[src/rtl/ysyx_22050598_trap_ctrl_pkg.sv]
// Shared constants for the ecall/mret trap sequencer: default widths, one-hot state codes
// and trap kind.
package ysyx_22050598_trap_ctrl_pkg;

  localparam int unsigned TrapXlen = 64;
  localparam int unsigned TrapCntW = 16;

  localparam logic [2:0] TrapIdle  = 3'b001;
  localparam logic [2:0] TrapIssue = 3'b010;
  localparam logic [2:0] TrapRedir = 3'b100;

  typedef enum logic {
    TrapEcall = 1'b0,
    TrapMret  = 1'b1
  } trap_kind_e;

endpackage

[src/rtl/ysyx_22050598_trap_ctrl.sv]
// Ecall/mret sequencer between EX and the CSR file: strobes the CSR file, captures the
// returned target PC and redirects IF over a valid/ready handshake.
module ysyx_22050598_trap_ctrl
  import ysyx_22050598_trap_ctrl_pkg::*;
#(
  parameter int unsigned XLEN  = TrapXlen,
  parameter int unsigned CNT_W = TrapCntW
) (
  input  logic             clk,
  input  logic             rst,
  input  logic             ex_valid_i,
  input  logic             ex_inst_is_ecall_i,
  input  logic             ex_inst_is_mret_i,
  input  logic [XLEN-1:0]  ex_pc_i,
  input  logic [XLEN-1:0]  csr_rd_pc_data_i,
  input  logic             if_redirect_ready_i,
  output logic             csr_ecall_o,
  output logic             csr_mret_o,
  output logic [XLEN-1:0]  csr_ecall_pc_o,
  output logic             flush_o,
  output logic             stall_o,
  output logic             redirect_valid_o,
  output logic [XLEN-1:0]  redirect_pc_o,
  output logic [CNT_W-1:0] trap_cnt_o
);

  localparam logic [XLEN-1:0] AlignMask = ~{{(XLEN-2){1'b0}}, 2'b11};

  logic [2:0]       state_q, state_d;
  trap_kind_e       kind_q, kind_d;
  logic [XLEN-1:0]  pc_q, pc_d;
  logic [XLEN-1:0]  target_q, target_d;
  logic [CNT_W-1:0] cnt_q, cnt_d;
  logic             stall_q, stall_d;
  logic             in_issue, in_redir;

  always_comb begin
    state_d  = state_q;
    kind_d   = kind_q;
    pc_d     = pc_q;
    target_d = target_q;
    cnt_d    = cnt_q;
    unique case (state_q)
      TrapIdle: begin
        if (ex_valid_i && (ex_inst_is_ecall_i || ex_inst_is_mret_i)) begin
          state_d = TrapIssue;
          kind_d  = ex_inst_is_ecall_i ? TrapEcall : TrapMret;
          pc_d    = ex_pc_i;
          cnt_d   = cnt_q + CNT_W'(1);
        end
      end
      TrapIssue: begin
        // CSR data is still the pre-update value here (mtvec or old mepc).
        target_d = csr_rd_pc_data_i & AlignMask;
        state_d  = TrapRedir;
      end
      TrapRedir: begin
        if (if_redirect_ready_i) state_d = TrapIdle;
      end
      default: state_d = TrapIdle;
    endcase
  end

  assign stall_d = (state_d != TrapIdle);

  always_ff @(posedge clk) begin
    if (rst) begin
      state_q  <= TrapIdle;
      kind_q   <= TrapEcall;
      pc_q     <= '0;
      target_q <= '0;
      cnt_q    <= '0;
      stall_q  <= 1'b0;
    end else begin
      state_q  <= state_d;
      kind_q   <= kind_d;
      pc_q     <= pc_d;
      target_q <= target_d;
      cnt_q    <= cnt_d;
      stall_q  <= stall_d;
    end
  end

  always_comb begin
    in_issue         = (state_q == TrapIssue);
    in_redir         = (state_q == TrapRedir);
    csr_ecall_o      = in_issue && (kind_q == TrapEcall);
    csr_mret_o       = in_issue && (kind_q == TrapMret);
    csr_ecall_pc_o   = csr_ecall_o ? pc_q : '0;
    flush_o          = in_issue || in_redir;
    stall_o          = stall_q;
    redirect_valid_o = in_redir;
    redirect_pc_o    = in_redir ? target_q : '0;
    trap_cnt_o       = cnt_q;
  end

endmodule
[config.mk]
export PLATFORM = sky130hd
export DESIGN_NAME = ysyx_22050598_trap_ctrl
export DESIGN_NICKNAME = d
export VERILOG_FILES = /design/src/rtl/ysyx_22050598_trap_ctrl_pkg.sv /design/src/rtl/ysyx_22050598_trap_ctrl.sv
export SDC_FILE = /design/constraint.sdc
export NUM_CORES = 1
export LEC_CHECK = 0
export ABC_AREA = 1
export BUFFER_PORTS_ARGS = -buffer_cell sky130_fd_sc_hd__buf_4
export CAP_MARGIN = 20
export CORE_ASPECT_RATIO = 1.5
export CORE_MARGIN = 3
export CORE_UTILIZATION = 47
export DETAILED_ROUTE_END_ITERATION = 12
export PLACE_DENSITY = 0.8
export SLEW_MARGIN = 20
export SYNTH_ARGS = -nofsm -noshare
export SYNTH_HDL_FRONTEND = slang
export SYNTH_SLANG_ARGS = --single-unit
[constraint.sdc]
create_clock -name clk -period 1.8 [get_ports clk]
set_clock_uncertainty 0.1 [all_clocks]
set_input_delay 0.36 -clock clk [delete_from_list [all_inputs] [get_ports clk]]
set_output_delay 0.36 -clock clk [all_outputs]
set_load 0.02 [all_outputs]
# == Word-level counts from Yosys, hierarchy flattened ==
# Index checks and enable logic that the tools add are counted.
# word_totals
register_bits,147
input_bits,134
out_inout_bits,149
wordCells,24
# op_classes
addsub,1
eq_ne,4
mux,6
bitwise_logic,1
reduce_logical,6
# ops
operator,n
$mux W64,2
$add A16 B1 Y16 const B,1
$pmux W3 S3,1
$mux W3,2
$eq A3 B1 Y1 const B,1
$eq A3 B2 Y1 const B,1
$eq A3 B3 Y1 const B,1
$logic_and A1 B1 Y1,3
$ne A3 B1 Y1 const B,1
$logic_or A1 B1 Y1,2
$reduce_and A2 Y1,1
$mux W1,1
$not A1 Y1,1

# == Depth between registers and ports, before layout ==
# Gate-level depths: netlist of run 1.
# depth
word_depth,5
ltp_mapped,10
depth_no_buf,9

# == Least setup slack after synthesis of run 1 ==
# Ideal clock, no wire load.
# synth_timing
path_type,register to output
start,reg state_q[2]
end,out csr_ecall_pc_o[10]
t_arrival_ns,1.419
required_time_ns,1.340
path_slack_ns,-0.079
stages_incl_launch_ff,7
path_buffers,1
cell_sequence,dfxtp_1 -> nor2_1 -> nand2_1 -> nor2_1 -> inv_2 -> buf_2 -> nor2_1
# synth_between
elab_chain_len,3
# synth_lines
element,line,rtl
start: declaration,ysyx_22050598_trap_ctrl.sv:29,"logic [2:0] state_q, state_d;"
start signal: assignment,ysyx_22050598_trap_ctrl.sv:68,state_q <= TrapIdle;
start signal: assignment,ysyx_22050598_trap_ctrl.sv:75,state_q <= state_d;
$eq A3 B2 Y1,ysyx_22050598_trap_ctrl.sv:85,in_issue = (state_q == TrapIssue);
$logic_and A1 B1 Y1,ysyx_22050598_trap_ctrl.sv:87,csr_ecall_o = in_issue && (kind_q == TrapEcall);
net csr_ecall_o,ysyx_22050598_trap_ctrl.sv:17,"output logic csr_ecall_o,"
$mux W64,ysyx_22050598_trap_ctrl.sv:89,csr_ecall_pc_o = csr_ecall_o ? pc_q : '0;
end: declaration,ysyx_22050598_trap_ctrl.sv:19,"output logic [XLEN-1:0] csr_ecall_pc_o,"
# The timed path passes the listed nets, and every way through them passes these cells.

# == Worst setup path in the final report of run 1 ==
# layout_timing
start,reg state_q[0]
end,out csr_ecall_pc_o[55]
# layout_between
elab_chain_len,3
# layout_lines
element,line
$eq A3 B2 Y1,ysyx_22050598_trap_ctrl.sv:85
$logic_and A1 B1 Y1,ysyx_22050598_trap_ctrl.sv:87
$mux W64,ysyx_22050598_trap_ctrl.sv:89
# Every way passes these cells.

==> metrics.csv, run 1 <==
metric;value;unit
die footprint;0.01439;mm^2
aggregate global-route resource usage;23.62;%
GPL Wtd Cong;0.8445;
synthesis warning total;0;
Buf/Inv on CP;3;
Max-Cap Viols;0;
PortBufs;278;
initial antenna violation count;0;
Initial Utilization;48.44;%
Cell Count, Final, Fillers Out;1277;
Lkg Pwr;3.931;nW
crit path DAT;1.57;ns
# fillers;1023;
highest-delay cell along the critical path;dfxtp_2;
Tot Pwr;0.007873;W
hpwl dp;12250;um
GR peak layer;met2;
post-route ant nets;0;
reg-to-reg slack, setup;0.11;ns
n_diodes;0;
Slew Limit Fails;0;
Num CTS Buffers;17;
Fmax;493.6;MHz
Hold Slack;0.02686;ns
placed instance count;1244;
met2 GRT Util;41.02;%
CP endpoint kind;output pin;
drt total wl;17470;um
min Tclk post-route;2.026;ns
via count;6249;
unrepaired setup endpoints after global routing;true;
H-tree lvl count;4;
Max Buffers Root-to-Sink;2;
switching power;0.001852;W
detailed-route DRC error count;0;
Top delay family on crit path;simple AND/OR/NAND/NOR gates;
Worst path max stage delay;0.34;ns
Tcrit/Tclk final;112.5;%
clock tree sinks;147;
P_int;0.006021;W
vias in the first global route;5764;
final-report hold violation count;0;
sw frac;23.53;%
total gr overflow;0;
Nets;1243;
met3 usage;7.002;%
post-CTS setup buffers;0;
Clock Root Buffer;clkbuf_16;
final core occ;72.54;%
Levels on crit path;7;
met1 Usage GRT;26.22;%
Cell Rows;50;
area grow syn2layout;49.75;%
I/O Pins;283;
PD cells;863.2;mW/mm^2
WHS Path Cells;2;
outcome;finished, violations left;
syn_area_per_cell;7.174;um^2
share of layout cells above drive strength 1;33.01;%
Vias/cell;4.894;
failing checks;negative setup slack;
Synth Cell Area;0.006091;mm^2
Hold-fix buffers, CTS;0;
Die Height;145.4;um
Logic pwr share;10.0;%
Seq/Total Area, Yosys;48.32;%
final worst slack;-0.2258;ns
initial DRC count;170;
WS Path Type;reg -> out;
DRT Pass-1 Iters;5;
Reg2Reg Depth;8;
Die Width;98.95;um
peak supply drop;592.1;uV
TritonCTS clock tree;done;
Yosys reg bits;147;
Clk pwr share;45.9;%
global-route wire length before repair;27640;um
post-DR wirelength/cell;13.68;um
Reg power frac;44.1;%
CP dominant cell by count;nor2_4;
clk_lat worst skew;0.42;ns
Setup crit start kind;register;
Setup violations, final;128;
Synth cell types;24;
CP Max Fanout;20;
class of the worst hold path;in -> reg;
largest net degree at the start of global routing;85;
Worst Path Required;1.34;ns
core area;0.01257;mm^2
CTS clk-pin slew, worst paths;0.06;ns
Post-Syn Instances;849;
CP Cell Sequence;nor2_4 -> nand2_4 -> nor2_4 -> inv_4 -> buf_12 -> nor2_1 -> buf_4;
layout make-up:
| cell class | instances | area [um^2] | area share [%] |
|---|---|---|---|
| clock inverters | 11 | 152.6 | 1.674 |
| flip-flops and latches | 147 | 2947 | 32.30 |
| multi-input cells | 496 | 2400 | 26.31 |
| well taps | 156 | 195.2 | 2.140 |
| clock buffers | 21 | 450.4 | 4.938 |
| inverters | 149 | 563.0 | 6.173 |
| repair buffers | 297 | 2414 | 26.46 |
through the flow:
stage,setup WS [ns],area (um^2),TNS (ns)
after CTS,-0.2275,9002,-20.89
final,-0.2258,9121,-18.31
after detailed placement,0.1231,8300,0
after floorplan,0.05049,6097,0
after global routing,-0.3217,9121,-31.77
after global placement,0.1446,8300,0
layout by cell type (no fill, tap or decap):
master | netlist | routed
nor3_1 | 2 | 2
a21oi_2 | 1 | 1
nand2_4 | 0 | 2
buf_4 | 9 | 271
o21ai_0 | 56 | 56
o21ai_1 | 76 | 76
bufinv_16 | 0 | 3
buf_16 | 0 | 1
dfxtp_2 | 0 | 3
nand3_1 | 7 | 7
xor2_1 | 2 | 2
a21oi_1 | 129 | 129
nand4_1 | 4 | 4
conb_1 | 1 | 2
clkinv_4 | 0 | 2
clkbuf_16 | 0 | 17
clkinvlp_4 | 0 | 3
inv_1 | 144 | 144
buf_6 | 7 | 17
buf_12 | 0 | 8
dfxtp_1 | 147 | 144
nand2_1 | 43 | 40
nor2_1 | 168 | 139
a2bb2oi_1 | 1 | 1
inv_2 | 5 | 3
clkbuf_8 | 0 | 1
clkinv_2 | 0 | 2
o21bai_1 | 1 | 1
nor2_2 | 1 | 20
clkbuf_1 | 19 | 3
ha_1 | 1 | 1
nand2_2 | 0 | 1
inv_6 | 0 | 2
inv_4 | 0 | 1
nor2_4 | 2 | 12
state kept, by name (all words and copies together), names as in the netlist:
| signal | count |
|---|---|
| state_q | 3 |
| pc_q | 64 |
| trap_cnt_o | 16 |
| target_q | 62 |
| stall_o | 1 |
| kind_q | 1 |
final timing paths:
path                              from                        end
min reg2reg  target_q[55]$_SDFFE_PP0N_  target_q[55]$_SDFFE_PP0N_
max              state_q[0]$_SDFF_PP1_         csr_ecall_pc_o[55]
max reg2reg      state_q[2]$_SDFF_PP0_      pc_q[58]$_SDFFE_PP0P_
min                if_redirect_ready_i      state_q[2]$_SDFF_PP0_
cell usage after synthesis:
master / instances / area, um^2
inv_2: 5 / 18.77
buf_4: 9 / 67.56
o21ai_0: 56 / 280.3
inv_1: 144 / 540.5
dfxtp_1: 147 / 2943
buf_2: 22 / 110.1
nor3_1: 2 / 10.01
a21oi_2: 1 / 8.760
conb_1: 1 / 3.750
clkbuf_2: 1 / 5.000
a2bb2oi_1: 1 / 8.760
nor2_4: 2 / 22.52
nor2_2: 1 / 6.260
xor2_1: 2 / 17.52
buf_6: 7 / 78.83
nand4_1: 4 / 25.02
clkbuf_1: 19 / 71.32
o21ai_1: 76 / 380.4
nand3_1: 7 / 35.03
ha_1: 1 / 12.51
a21oi_1: 129 / 645.6
nand2_1: 43 / 161.4
nor2_1: 168 / 630.6
o21bai_1: 1 / 7.510
cell families after synthesis:
kind of cell,synth area share [%]
AOI/OAI and AO/OA,21.86
and+or+nand+nor,14.63
buffers and inverters,14.65
DFF,48.32
xor gates and xnor gates,0.2876
adders and majority gates,0.2054
other,0.06157
power by group through the flow:
stage,clock [W],sequential [W],combinational (W)
after floorplan,0,0.00354,0.000424
after global placement,0,0.00354,0.000738
after detailed placement,0,0.00354,0.000753
after CTS,0.00368,0.00347,0.000773
after global routing,0.00382,0.00349,0.000881
final,0.00361,0.00348,0.000784
routing by layer:
| metal | vias to the layer above | wire (um) |
|---|---|---|
| li1 | 3177 | - |
| met1 | 2799 | 6464 |
| met2 | 231 | 9068 |
| met3 | 42 | 1275 |
| met4 | 0 | 658 |
| met5 | - | 0 |
repair_timing:
| item | CTS | global route |
|---|---|---|
| cloned | 1 | 0 |
| setup endpoints to repair | 129 | 129 |
| pin swaps | 1 | 0 |
| resized for setup | 24 | 36 |
(Power assumes the default switching activity.)
==> inputs of run 2 (changes only) <==
Settings changed: ABC_AREA 1 to unset, PLACE_DENSITY 0.8 to 0.81, TNS_END_PERCENT set to 1.
==> metrics.csv, run 2 <==
metric;value;unit
largest net degree at the start of global routing;63;
outcome;finished, violations left;
TritonCTS clock tree;done;
post-route ant nets;0;
Die Width;98.83;um
CTS clk-pin slew, worst paths;0.06;ns
fraction of registers with async set/reset;0;%
crit path DAT;1.72;ns
Post-synth EDFFs;0;
ys flop type;dfxtp_1;
synthesis warning total;0;
final-report hold violation count;0;
Reg2Reg Depth;4;
Synth cell types;30;
CP Max Fanout;35;
peak supply drop;645.0;uV
Synth Cell Area;0.006075;mm^2
unrepaired setup endpoints after global routing;true;
global-route wire length before repair;29200;um
via count;6211;
detailed-route DRC error count;0;
die footprint;0.01435;mm^2
Setup violations, final;131;
reg-to-reg endpoint;trap_cnt_o[8]$_SDFFE_PP0P_;
Vias/cell;5.021;
Tot Pwr;0.007539;W
post-synth top area cell;dfxtp_1;
clk_lat worst skew;0.42;ns
final worst slack;-0.3762;ns
Yosys top cell area share;48.44;%
setup TNS;-41.32;ns
core area;0.01257;mm^2
hpwl dp;12460;um
hold endpoint;kind_q$_SDFFE_PP0P_;
Num CTS Buffers;17;
Yosys reg bits;147;
Slew Limit Fails;0;
initial DRC count;154;
slew margin rel.;58.08;%
min Tclk post-route;2.176;ns
Max-Cap Viols;0;
Largest Register;pc_q;
reg-to-reg slack, setup;0;ns
H-tree lvl count;4;
Die Height;145.2;um
max reg flops;64;
Synth area leaders;dfxtp_1 (48%), nand2_1 (16%), and2_1 (13%);
vias in the first global route;6128;
post-DR wirelength/cell;14.69;um
drt total wl;18170;um
Cell Rows;50;
Initial Utilization;48.31;%
# fillers;927;
Worst path max stage delay;0.33;ns
PortBufs;278;
Nets;1205;
total gr overflow;0;
CP endpoint kind;output pin;
CP Cell Sequence;buf_4 -> nor2_2 -> nand2_2 -> nor2_4 -> buf_12 -> and2_2 -> buf_6;
WS Path Type;reg -> out;
class of the worst hold path;in -> reg;
Worst-Margin Slew;0.6288;ns
Hold Slack;0.04417;ns
commonest cells after routing, fill and taps aside;nand2_1 (260), buf_4 (209), dfxtp_1 (142);
n_diodes;0;
WHS Path Cells;2;
aggregate global-route resource usage;24.92;%
Seq/Total Area, Yosys;48.44;%
commonest non-fill, non-tap cell in the layout;nand2_1;
PD cells;792.8;mW/mm^2
Clock Root Buffer;clkbuf_16;
min-delay src;ex_inst_is_ecall_i;
DRT Pass-1 Iters;4;
Max Buffers Root-to-Sink;2;
worst r2r src;state_q[1]$_SDFF_PP0_;
Fmax;459.5;MHz
Synth top cells by count;nand2_1 (262), dfxtp_1 (147), a21oi_1 (137);
Setup crit start kind;register;
Worst Path Required;1.34;ns
I/O Pins;283;
clock tree sinks;147;
area grow syn2layout;56.54;%
GPL Wtd Cong;0.8107;
share of layout cells above drive strength 1;37.74;%
failing checks;negative setup slack;
top-count cell post-synth;nand2_1;
Lkg Pwr;4.070;nW
Tcrit/Tclk final;120.9;%
initial antenna violation count;0;
Post-Syn Instances;802;
syn_area_per_cell;7.574;um^2
highest-delay cell along the critical path;dfxtp_2;
[run 2: cell count changes after synthesis, sizes merged, moves of 6 or more]
| cell | previous run | this run |
|---|---|---|
| and2 | 0 | 128 |
| clkbuf | 20 | 50 |
| or3 | 0 | 8 |
| nand2 | 43 | 262 |
| o21ai | 132 | 8 |
| nor2 | 171 | 14 |
| inv | 149 | 4 |
| buf | 38 | 10 |
| a21oi | 130 | 137 |
| xnor2 | 0 | 6 |
[run 2: repair_timing]
action / 4_1_cts / 5_1_grt
buffers inserted: 0 / 0
resized for setup: 91 / 11
pin swaps: 2 / 3
hold buffers: 0 / 0
gates cloned: 0 / 0
endpoints found under the setup margin: 136 / 139
[run 2: area by class of cell]
type                       instances  area [um^2]  area share [%]
sequential                       147         2949           31.01
timing repair buffer             308         2771           29.14
multi-input combinational        592         3008           31.63
tap                              156        195.2           2.053
inverter                           4        15.01          0.1579
clock inverter                    11        127.6           1.342
clock buffer                      19        442.9           4.658
[run 2: kinds of logic after synthesis]
logic type                 count (synthesis)  synth area share, %
xor gates and xnor gates                   6               0.8651
buffers and inverters                     64                4.119
other                                      1              0.06173
AOI/OAI and AO/OA                        146                12.07
and+or+nand+nor                          436                34.05
adders and majority gates                  1               0.2059
DFF                                      147                48.44
muxes                                      1               0.1854
[run 2: critical path: cells and delay by family, from the launching register on]
| family | cells | cell delay [ns] |
|---|---|---|
| buffers and inverters | 3 | 0.45 |
| AND/OR/NAND/NOR | 4 | 0.51 |
| flip-flops | 1 | 0.33 |
[run 2: worst max path at each step]
stage                                  endpoint  depth (start not counted)             startpoint  slack (ns)
floorplan                    csr_ecall_pc_o[10]                          6  state_q[0]$_SDFF_PP1_       -0.03
global placement    trap_cnt_o[10]$_SDFFE_PP0P_                          5             ex_valid_i       -0.06
detailed placement   trap_cnt_o[7]$_SDFFE_PP0P_                          5             ex_valid_i       -0.10
CTS                          csr_ecall_pc_o[56]                          7  state_q[2]$_SDFF_PP0_       -0.40
global route                  csr_ecall_pc_o[2]                          7  state_q[2]$_SDFF_PP0_       -0.49
finish                       csr_ecall_pc_o[47]                          7  state_q[2]$_SDFF_PP0_       -0.38
[run 2: where the power goes]
group | internal [W] | switching [W]
Combinational | 0.000349 | 0.000331
Sequential | 0.00337 | 0.0000547
Clock | 0.00207 | 0.00136
[run 2: metal layers]
| layer | vias to the layer above | GRT usage (%) | share of wire [%] |
|---|---|---|---|
| li1 | 3091 | - | - |
| met1 | 2827 | 27.68 | 37 |
| met2 | 259 | 42.80 | 50 |
| met3 | 34 | 8.995 | 9.6 |
| met4 | 0 | 9.706 | 2.8 |
| met5 | - | 0 | 0 |
[run 2: per-stage QoR]
step                      instances  cell area [um^2]  worst slack, ns  util, %
after global routing           1237              9509          -0.4886    75.62
after global placement         1207              8571         -0.05692    68.16
after CTS                      1237              9475          -0.4001    75.35
final                          1237              9509          -0.3762    75.62
after detailed placement       1207              8571          -0.1029    68.16
after floorplan                 803              6145         -0.03283        -
==> inputs of run 3 (changes only) <==
Settings changed: SETUP_SLACK_MARGIN set to 0.2.
==> metrics.csv, run 3 (synthesis gave the netlist of run 2 again) <==
metric;value;unit
area grow syn2layout;59.84;%
post-DR wirelength/cell;15.21;um
clock tree sinks;147;
Clock Root Buffer;clkbuf_16;
Post-Place Cell Area;0.008572;mm^2
CP endpoint kind;output pin;
post-route cell area;0.009709;mm^2
CP Max Fanout;20;
Cell Count, Final, Fillers Out;1249;
GPL Wtd Cong;0.8134;
H-tree lvl count;4;
die footprint;0.01435;mm^2
Num CTS Buffers;17;
placed instance count;1208;
Buf/Inv on CP;4;
outcome;finished, violations left;
Top delay family on crit path;buffers and inverters;
PD cells;788.1;mW/mm^2
Die Height;145.2;um
aggregate global-route resource usage;24.51;%
core area;0.01257;mm^2
failing checks;negative setup slack;
Setup violations, final;130;
global-route wire length before repair;28980;um
final worst slack;-0.3772;ns
Nets;1215;
highest-delay cell along the critical path;dfxtp_4;
Max-Cap Viols;0;
Slew Limit Fails;0;
PortBufs;278;
class of the worst hold path;in -> reg;
peak supply drop;671.4;uV
met1 Usage GRT;28.41;%
Lkg Pwr;4.161;nW
Vias/cell;4.998;
GR peak layer;met2;
I/O Pins;283;
unrepaired setup endpoints after global routing;true;
TritonCTS clock tree;done;
CP Cell Sequence;buf_6 -> nor2_4 -> nand2_2 -> nor2_4 -> buf_12 -> clkbuf_16 -> and2_2 -> buf_6;
Initial Utilization;48.31;%
CTS clk-pin slew, worst paths;0.06;ns
Worst Path Required;1.34;ns
Largest Register;pc_q;
min Tclk post-route;2.177;ns
commonest non-fill, non-tap cell in the layout;nand2_1;
DRT Pass-1 Iters;4;
largest net degree at the start of global routing;66;
Setup crit start kind;register;
initial antenna violation count;0;
vias in the first global route;5898;
slew margin rel.;57.83;%
max reg flops;64;
Hold-fix buffers, CTS;0;
Hold Slack;0.04474;ns
clk_lat worst skew;0.42;ns
via count;6243;
share of layout cells above drive strength 1;39.43;%
Cell Rows;50;
Worst path max stage delay;0.34;ns
Worst-Margin Slew;0.6325;ns
WS Path Type;reg -> out;
Tcrit/Tclk final;121.0;%
Max Buffers Root-to-Sink;2;
n_diodes;0;
post-route ant nets;0;
commonest cells after routing, fill and taps aside;nand2_1 (260), buf_4 (231), dfxtp_1 (141);
total gr overflow;0;
Die Width;98.83;um
drt total wl;19000;um
met3 usage;9.091;%
hpwl dp;12270;um
final-report hold violation count;0;
detailed-route DRC error count;0;
initial DRC count;175;
Fmax;459.3;MHz
met2 GRT Util;41.35;%
crit path DAT;1.72;ns
==> run 3: area by class of cell <==
class	count	area (um^2)
multi-input cells	592	3087
flip-flops and latches	147	2958
fillers	888	2865
repair buffers	318	2856
clock buffers	21	481.7
well taps	156	195.2
clock inverters	11	116.4
inverters	4	15.01
==> run 3: through the flow <==
step                utilization (%)  total power, W  worst slack [ns]  setup TNS (ns)
floorplan                         -        0.003786           0.01084               0
global placement              68.17        0.004140          -0.03594         -0.1058
detailed placement            68.17        0.004156          -0.07911         -0.2466
CTS                           74.75        0.007698           -0.3968          -46.87
global route                  77.21        0.007972           -0.4561          -54.17
finish                        77.21        0.007652           -0.3772          -45.48
==> run 3: path summary, 6_finish.rpt <==
kind	start	end	slack, ns	depth (start not counted)
worst max-delay path	state_q[0]$_SDFF_PP1_	csr_ecall_pc_o[7]	-0.38	8
worst min-delay path	ex_inst_is_ecall_i	kind_q$_SDFFE_PP0P_	0.04	2
worst max register to register	state_q[0]$_SDFF_PP1_	trap_cnt_o[7]$_SDFFE_PP0P_	0	5
worst min register to register	pc_q[46]$_SDFFE_PP0P_	pc_q[46]$_SDFFE_PP0P_	0.35	2
==> run 3: power by group <==
part / total [W] / internal (W) / switching, W / leakage (nW)
Combinational: 0.000693 / 0.000355 / 0.000338 / 2.68
Clock: 0.00353 / 0.00209 / 0.00144 / 0.284
Sequential: 0.00343 / 0.00337 / 0.0000562 / 1.20
==> run 3: repair_timing <==
action / in CTS / in global routing
setup endpoints to repair: 268 / 271
gates resized for setup: 62 / 53
pin swaps: 13 / 23
cloned: 0 / 5
setup buffers: 0 / 4
==> run 3: layer usage <==
layer / share of wire (%) / vias up / routed length [um]
li1: - / 3124 / -
met1: 37 / 2833 / 7123
met2: 51 / 256 / 9610
met3: 9.7 / 30 / 1849
met4: 2.2 / 0 / 412
met5: 0 / - / 0
==> run 3: worst reg2reg max path, stage by stage, from the launching register on <==
cell and delay [ns]:
dfxtp_4 0.34, buf_4 0.11, nand4bb_4 0.13, or4_4 0.54, or3_1 0.36, a21oi_1 0.14
